File: src/rtl/ccc_reconfig_ctrl.sv
// CCC reconfiguration controller: APB access to the CCC, with an optional PLL
// reset and a wait for qualified lock after a write.
module ccc_reconfig_ctrl #(
  parameter int unsigned ARST_CYCLES        = 16,
  parameter int unsigned LOCK_STABLE_CYCLES = 1024,
  parameter int unsigned TIMEOUT_CYCLES     = 65535
) (
  input  logic       PCLK,
  input  logic       PRESET_N,
  input  logic       req_valid,
  output logic       req_ready,
  input  logic       req_write,
  input  logic       req_relock,
  input  logic [5:0] req_addr,
  input  logic [7:0] req_wdata,
  output logic       rsp_valid,
  output logic [7:0] rsp_rdata,
  output logic       rsp_err,
  output logic       ccc_psel,
  output logic       ccc_penable,
  output logic       ccc_pwrite,
  output logic [5:0] ccc_paddr,
  output logic [7:0] ccc_pwdata,
  input  logic [7:0] ccc_prdata,
  input  logic       ccc_busy,
  input  logic       ccc_lock,
  output logic       ccc_pll_arst_n,
  output logic       locked
);

  localparam int unsigned CNT_MAX = (TIMEOUT_CYCLES > ARST_CYCLES) ? TIMEOUT_CYCLES : ARST_CYCLES;
  localparam int unsigned CW      = $clog2(CNT_MAX + 1);
  localparam int unsigned SW      = $clog2(LOCK_STABLE_CYCLES + 1);

  typedef enum logic [2:0] {
    IDLE, WAIT_BUSY, SETUP, ACCESS, ARST, WAIT_LOCK, RESP
  } state_t;

  state_t         state;
  logic [CW-1:0]  cnt;
  logic [SW-1:0]  stable_cnt;
  logic           lock_m, lock_s;
  logic           cap_write, cap_relock;
  logic [5:0]     cap_addr;
  logic [7:0]     cap_wdata;

  always_ff @(posedge PCLK or negedge PRESET_N) begin
    if (!PRESET_N) begin
      lock_m <= 1'b0;
      lock_s <= 1'b0;
    end else begin
      lock_m <= ccc_lock;
      lock_s <= lock_m;
    end
  end

  // Lock qualification: consecutive synced-lock clocks, cleared while the PLL is held in reset.
  always_ff @(posedge PCLK or negedge PRESET_N) begin
    if (!PRESET_N) begin
      stable_cnt <= '0;
    end else if (!lock_s || !ccc_pll_arst_n) begin
      stable_cnt <= '0;
    end else if (stable_cnt != SW'(LOCK_STABLE_CYCLES)) begin
      stable_cnt <= stable_cnt + SW'(1);
    end
  end

  assign locked    = (stable_cnt == SW'(LOCK_STABLE_CYCLES));
  assign req_ready = (state == IDLE);

  always_ff @(posedge PCLK or negedge PRESET_N) begin
    if (!PRESET_N) begin
      state          <= IDLE;
      cnt            <= '0;
      cap_write      <= 1'b0;
      cap_relock     <= 1'b0;
      cap_addr       <= '0;
      cap_wdata      <= '0;
      rsp_valid      <= 1'b0;
      rsp_rdata      <= '0;
      rsp_err        <= 1'b0;
      ccc_psel       <= 1'b0;
      ccc_penable    <= 1'b0;
      ccc_pwrite     <= 1'b0;
      ccc_paddr      <= '0;
      ccc_pwdata     <= '0;
      ccc_pll_arst_n <= 1'b1;
    end else begin
      rsp_valid <= 1'b0;
      case (state)
        IDLE: begin
          if (req_valid) begin
            cap_write  <= req_write;
            cap_relock <= req_relock;
            cap_addr   <= req_addr;
            cap_wdata  <= req_wdata;
            rsp_rdata  <= '0;
            rsp_err    <= 1'b0;
            cnt        <= '0;
            state      <= WAIT_BUSY;
          end
        end
        WAIT_BUSY: begin
          if (!ccc_busy) begin
            ccc_psel   <= 1'b1;
            ccc_pwrite <= cap_write;
            ccc_paddr  <= cap_addr;
            ccc_pwdata <= cap_wdata;
            cnt        <= '0;
            state      <= SETUP;
          end else if (cnt == CW'(TIMEOUT_CYCLES - 1)) begin
            rsp_valid <= 1'b1;
            rsp_err   <= 1'b1;
            state     <= RESP;
          end else begin
            cnt <= cnt + CW'(1);
          end
        end
        SETUP: begin
          ccc_penable <= 1'b1;
          state       <= ACCESS;
        end
        ACCESS: begin
          ccc_psel    <= 1'b0;
          ccc_penable <= 1'b0;
          ccc_pwrite  <= 1'b0;
          ccc_paddr   <= '0;
          ccc_pwdata  <= '0;
          if (!cap_write) rsp_rdata <= ccc_prdata;
          if (cap_write && cap_relock) begin
            ccc_pll_arst_n <= 1'b0;
            cnt            <= '0;
            state          <= ARST;
          end else begin
            rsp_valid <= 1'b1;
            state     <= RESP;
          end
        end
        ARST: begin
          if (cnt == CW'(ARST_CYCLES - 1)) begin
            ccc_pll_arst_n <= 1'b1;
            cnt            <= '0;
            state          <= WAIT_LOCK;
          end else begin
            cnt <= cnt + CW'(1);
          end
        end
        WAIT_LOCK: begin
          // Timeout keeps counting across lock drops; only the stable count restarts.
          if (locked) begin
            rsp_valid <= 1'b1;
            state     <= RESP;
          end else if (cnt == CW'(TIMEOUT_CYCLES - 1)) begin
            rsp_valid <= 1'b1;
            rsp_err   <= 1'b1;
            state     <= RESP;
          end else begin
            cnt <= cnt + CW'(1);
          end
        end
        RESP: begin
          state <= IDLE;
        end
        default: state <= IDLE;
      endcase
    end
  end

endmodule

File: config.mk
export PLATFORM = sky130hd
export DESIGN_NAME = ccc_reconfig_ctrl
export DESIGN_NICKNAME = d
export VERILOG_FILES = /design/src/rtl/ccc_reconfig_ctrl.sv
export SDC_FILE = /design/constraint.sdc
export NUM_CORES = 1
export LEC_CHECK = 0
export CAP_MARGIN = 10
export CORE_UTILIZATION = 45
export DETAILED_ROUTE_END_ITERATION = 7
export GPL_ROUTABILITY_DRIVEN = 1
export PLACE_DENSITY = 0.72
export RECOVER_POWER = 50
export SLEW_MARGIN = 20
export SYNTH_ARGS = -nofsm -noshare
export SYNTH_HDL_FRONTEND = slang
export SYNTH_SLANG_ARGS = --single-unit
File: constraint.sdc
create_clock -name PCLK -period 2.2 [get_ports PCLK]
set_input_delay 0.66 -clock PCLK [delete_from_list [all_inputs] [get_ports PCLK]]
set_output_delay 0.66 -clock PCLK [all_outputs]
set_load 0.02 [all_outputs]
* Word level (Yosys, flattened, before mapping)
Cells that the tools add are included.
** Word-level totals
- Flip-flop bits (word level) :: 76
- Input bits :: 29
- Output and inout bits :: 30
- Word-level logic and storage cells :: 96
** Cells by class
- $add $sub $neg :: 2
- Equal/unequal tests :: 16
- Mux-type cells :: 41
- Reductions and logical operators :: 19
** Operators with widths (count)
- 2-to-1 mux 16 bit :: 6
- one-hot mux 16 bit (5 select lines) :: 1
- one-hot mux 8 bit (2 select lines) :: 2
- 2-to-1 mux 8 bit :: 3
- 2-to-1 mux 11 bit :: 2
- one-hot mux 3 bit (6 select lines) :: 1
- adder 16 x 1 -> 16 bit (second input constant) :: 1
- equality test 16 bit (second input constant) :: 1
- equality test 16 x 4 -> 1 bit (second input constant) :: 1
- 2-to-1 mux 3 bit :: 5
- inequality test 2 bit (second input constant) :: 7
- 2-to-1 mux 1 bit :: 12
- one-hot mux 6 bit (2 select lines) :: 1
- adder 11 x 1 -> 11 bit (second input constant) :: 1
- equality test 11 bit (second input constant) :: 1
- inequality test 11 bit (second input constant) :: 1
- nonzero test 2 bit :: 5
- one-hot mux 1 bit (2 select lines) :: 4
- AND reduction 4 bit :: 2
- equality test 3 x 2 -> 1 bit (second input constant) :: 2
- equality test 3 bit (second input constant) :: 2
- 2-to-1 mux 6 bit :: 1
- one-hot mux 1 bit (3 select lines) :: 2
- AND reduction 2 bit :: 3
- 9 further kinds :: 11

* Depth between registers and ports, before layout
- Word-level depth :: 4
- Mapped depth :: 8
- Mapped depth without buffers :: 7

* Least setup slack after synthesis
Ideal clock, no wire load.
- Path type :: reg2reg
- Start :: register stable_cnt[0]
- End :: register cnt[12]
- Setup time :: 0.120 ns
- Arrival time :: 2.268 ns
- Required time :: 2.080 ns
- Slack :: -0.188 ns
- Cell stages (with the launch flop) :: 9
- Path buffers :: 1
- Period minus slack after synthesis :: 2.388 ns
- Path through :: dfrtp_1 -> inv_1 -> ha_1 -> or4b_1 -> nor4_4 -> a311o_2 -> buf_6 -> nor3_2 -> o211a_1
** Between the ends
- Longest elaborated chain between the ends :: 3
** Ends and longest elaborated chain
- start, declared :: RTL line 41 : logic [SW-1:0] stable_cnt;
- start signal, assigned :: RTL line 64 : stable_cnt <= stable_cnt + SW'(1);
- equality test 11 bit :: RTL line 68 : assign locked = (stable_cnt == SW'(LOCK_STABLE_CYCLES));
- named net locked :: RTL line 28 : output logic locked
- inequality test 2 bit (no line)
- AND reduction 4 bit (no line)
- end signal, assigned :: RTL line 116 : cnt <= cnt + CW'(1);
- end signal, assigned :: RTL line 145 : cnt <= cnt + CW'(1);
- end signal, assigned :: RTL line 158 : cnt <= cnt + CW'(1);
- end, declared :: RTL line 40 : logic [CW-1:0] cnt;
The timed path passes the listed nets, and every way through them passes these cells.
A chain may end at the register's enable or synchronous reset.

* Final worst setup path
- Start :: register stable_cnt[0]
- End :: output port locked
** Between the ends
- Longest elaborated chain between the ends :: 1
** Ends and longest elaborated chain (RTL line)
- equality test 11 bit :: 68
- end, declared :: 28
No other way between the ends.

==> results.toml <==
[hold_path]
worstHoldPathType = "flop to flop"

[layout]
syn_to_final_growth_pct = 35.24
most_frequent_standard_cell_in_the_layout_excluding_fill_and_tap_cells = "sky130_fd_sc_hd__dfrtp_1"
nFillCells = 612
antenna-diode-count = 0
final_nets = 463
layout.cells.most_common_list = "sky130_fd_sc_hd__dfrtp_1 (75), sky130_fd_sc_hd__clkdlybuf4s50_1 (53), sky130_fd_sc_hd__buf_4 (34)"
design_area_um2 = 4878
layout-drive-gt1-share_pct = 22.07
fin_cells = 537

[die]
initial_utilization_pct = 46.68
pin_count = 59
overall_die_height_um = 91.53
floorplan.core_area_um2 = 7727
core.rowCount = 32
chipWidth_um = 91.53
floorplan.die_area_um2 = 8378

[synthesis]
synth_cell_type_count = 53
yosys_warnings = 0
syn_avg_cell_area_um2 = 10.67
ys_seq_area_share_pct = 52.76
netlist_area_um2 = 3607
synth_top_flop_cell = "sky130_fd_sc_hd__dfrtp_1"
synth_seq_cells = 76
synth_edf_count = 0
post_synth_inst_count = 338
post_synth_main_area_contributors = "sky130_fd_sc_hd__dfrtp_1 (52%), sky130_fd_sc_hd__mux2_2 (5.0%), sky130_fd_sc_hd__a22o_1 (3.6%)"
cell_type_contributing_the_most_total_cell_area_after_synthesis = "sky130_fd_sc_hd__dfrtp_1"
syn_nets = 371
synth-async-reset-ratio_pct = 100.0
yosys.area.top_type_share_pct = 52.03

[cts]
clk_pin_slew_worst_paths_ps = 90
numClockSinks = 76
tritoncts = "yes"
ctsRootBufferMaster = "sky130_fd_sc_hd__clkbuf_8"
maximum_clock_path_buffer_count = 2
postCtsHoldBufs = 0
h_tree_depth = 3
clock_insertion_delay_worst_skew_ps = 350
cts_buffers = 9

[worst_setup_path]
worst_r2r_path_depth = 10
critPathArrivalTime_ps = 1770
critical_path.endpoint = "locked"
r2r_slack_ps = -160
cpMaxStageDelayCell = "sky130_fd_sc_hd__or4b_4"
wp_data_required_ps = 1540
end_kind = "primary output"
setup_cp_type = "flop to primary output"
crit_fanout = 2
regToRegStartpoint = "stable_cnt[0]$_DFFE_PN0P_"
timing.critical_path.cells = "inv_2 -> ha_4 -> or4b_4 -> nor4_4 -> buf_4"
start_kind = "flop"
startpoint = "stable_cnt[0]$_DFFE_PN0P_"
crit-reg2reg-capture = "cnt[12]$_DFFE_PN0P_"
slowest_delay_ps = 460

[timing]
fin_ws_ps = -234.6
fin_crit_ps = 2435
hold_viol_final = 0
skew_ps = 12.91
final_worst_path_cycle_share_pct = 110.7
slew-limit-headroom_pct = 44.09
worst-slew-pin-transition_ps = 838.6
drv_slew = 0
timing.fmax_mhz = 410.7
setup_violations = 15
rsz0062_at_grt = "yes"

[route]
routedWlPerCell_um = 16.00
met2_wirelength_um = 4059
finalWirelength_um = 8594
via_count_of_the_routed_design = 3088
drc = 0
first_pass_iters = 5
antenna_left = 0
vias_per_cell = 5.750
dr_wl_met3_um = 570
wirelength_met1_um = 3761
top_layer_used = "met4"
starting_drc_count_in_detailed_routing = 266

[outcome]
run_status = "complete, but fails checks"
failing_checks = "setup timing"

[power]
lkg_pwr_nw = 2.150
p_per_area_nw_per_um2 = 1168
vdd_ir_drop_max_uv = 733.7

[global_route]
first_global_vias = 3031
grt.overflow.total = 0
grt_pass1_wl_um = 14310
grt_antenna_before_repair = 0
grt_start_max_net_pins = 33
gr-usage-all-layers_pct = 21.24

[placement]
post-dp-hpwl_um = 5831
place_congestion = 0.8827
io_buffer_count = 58
post-place-cells = 513
place_area_um2 = 4486
pre_cts_slack_ps = -328.3

[flow_run]
maxCapViolations = 0
[routing by layer]
layer  track usage, %  vias up
met3            5.025       18
met5                0        -
met4            8.069        0
met1            27.29     1523
li1                 -     1450
met2            34.71       97
[stage by stage]
step	hold WS, ps	TNS [ps]	total power (W)	util, %
floorplan	331.2	-1686	0.003329	-
global placement	346.4	-3181	0.004108	58.05
detailed placement	341.8	-3558	0.004168	58.05
CTS	264.1	-276.4	0.005567	61.53
global route	383.5	-3710	0.006004	63.13
finish	372.9	-1768	0.005696	63.13
[sequential cells by signal, summed over array words and instances, names as in the netlist, 3 cells and up]
name	flops
cnt	16
rsp_rdata	8
cap_wdata	8
ccc_pwdata	8
stable_cnt	11
ccc_paddr	6
state	3
cap_addr	6
[layout make-up]
type	instances	area [µm²]	share of cell area, %
multi-input combinational	236	1652	33.85
tap	102	127.6	2.616
clock inverter	7	121.4	2.488
clock buffer	9	123.9	2.539
inverter	7	26.28	0.5386
timing repair buffer	100	924.6	18.95
sequential	76	1903	39.01
[worst min path at each step]
stage                     slack, ps  cells after the start                 end        startpoint
final                           370                      0    lock_s$_DFF_PN0_  lock_m$_DFF_PN0_
after global routing            380                      0    lock_s$_DFF_PN0_  lock_m$_DFF_PN0_
after CTS                       260                      1  cnt[5]$_DFFE_PN0P_          PRESET_N
after detailed placement        340                      0    lock_s$_DFF_PN0_  lock_m$_DFF_PN0_
after global placement          350                      0    lock_s$_DFF_PN0_  lock_m$_DFF_PN0_
after floorplan                 330                      0    lock_s$_DFF_PN0_  lock_m$_DFF_PN0_
[worst max-delay path: cells and delay by family (launching register included)]
family	cells	cell delay, ps
flops	1	400
buf+inv	2	280
simple gates	2	630
fa+ha+maj	1	120
[cells in the mapped netlist (all sizes together) (4+ instances only)]
library cell	number
xor2	5
clkbuf	14
nor2	18
a21oi	19
nor4	8
a22o	15
and3	4
o21ai	23
o22a	7
inv	7
nand4	12
ha	4
buf	5
mux2	16
dfrtp	75
or3	4
nand3	9
nor3	10
a31oi	10
nand2	30
o21a	7
[cells by family after synthesis]
group	Yosys count	synth area share, %
xor+xnor	6	1.457
mux	17	5.272
flops	76	52.76
fa+ha+maj	4	1.387
compound gates	101	19.15
buf+inv	26	3.469
simple gates	108	16.51
[power breakdown]
group	internal [W]	switching, W
clock	0.000762	0.000544
combinational	0.00118	0.00121
sequential	0.00176	0.000233
[repair_timing]
| action | in CTS | in global routing |
|---|---|---|
| buffers inserted | 2 | 5 |
| gates cloned | 0 | 1 |
| hold endpoints to repair | 0 | 0 |
| setup endpoints to repair | 15 | 18 |
| pin swaps | 1 | 14 |
| resized for setup | 6 | 18 |
(Power assumes the default switching activity.)
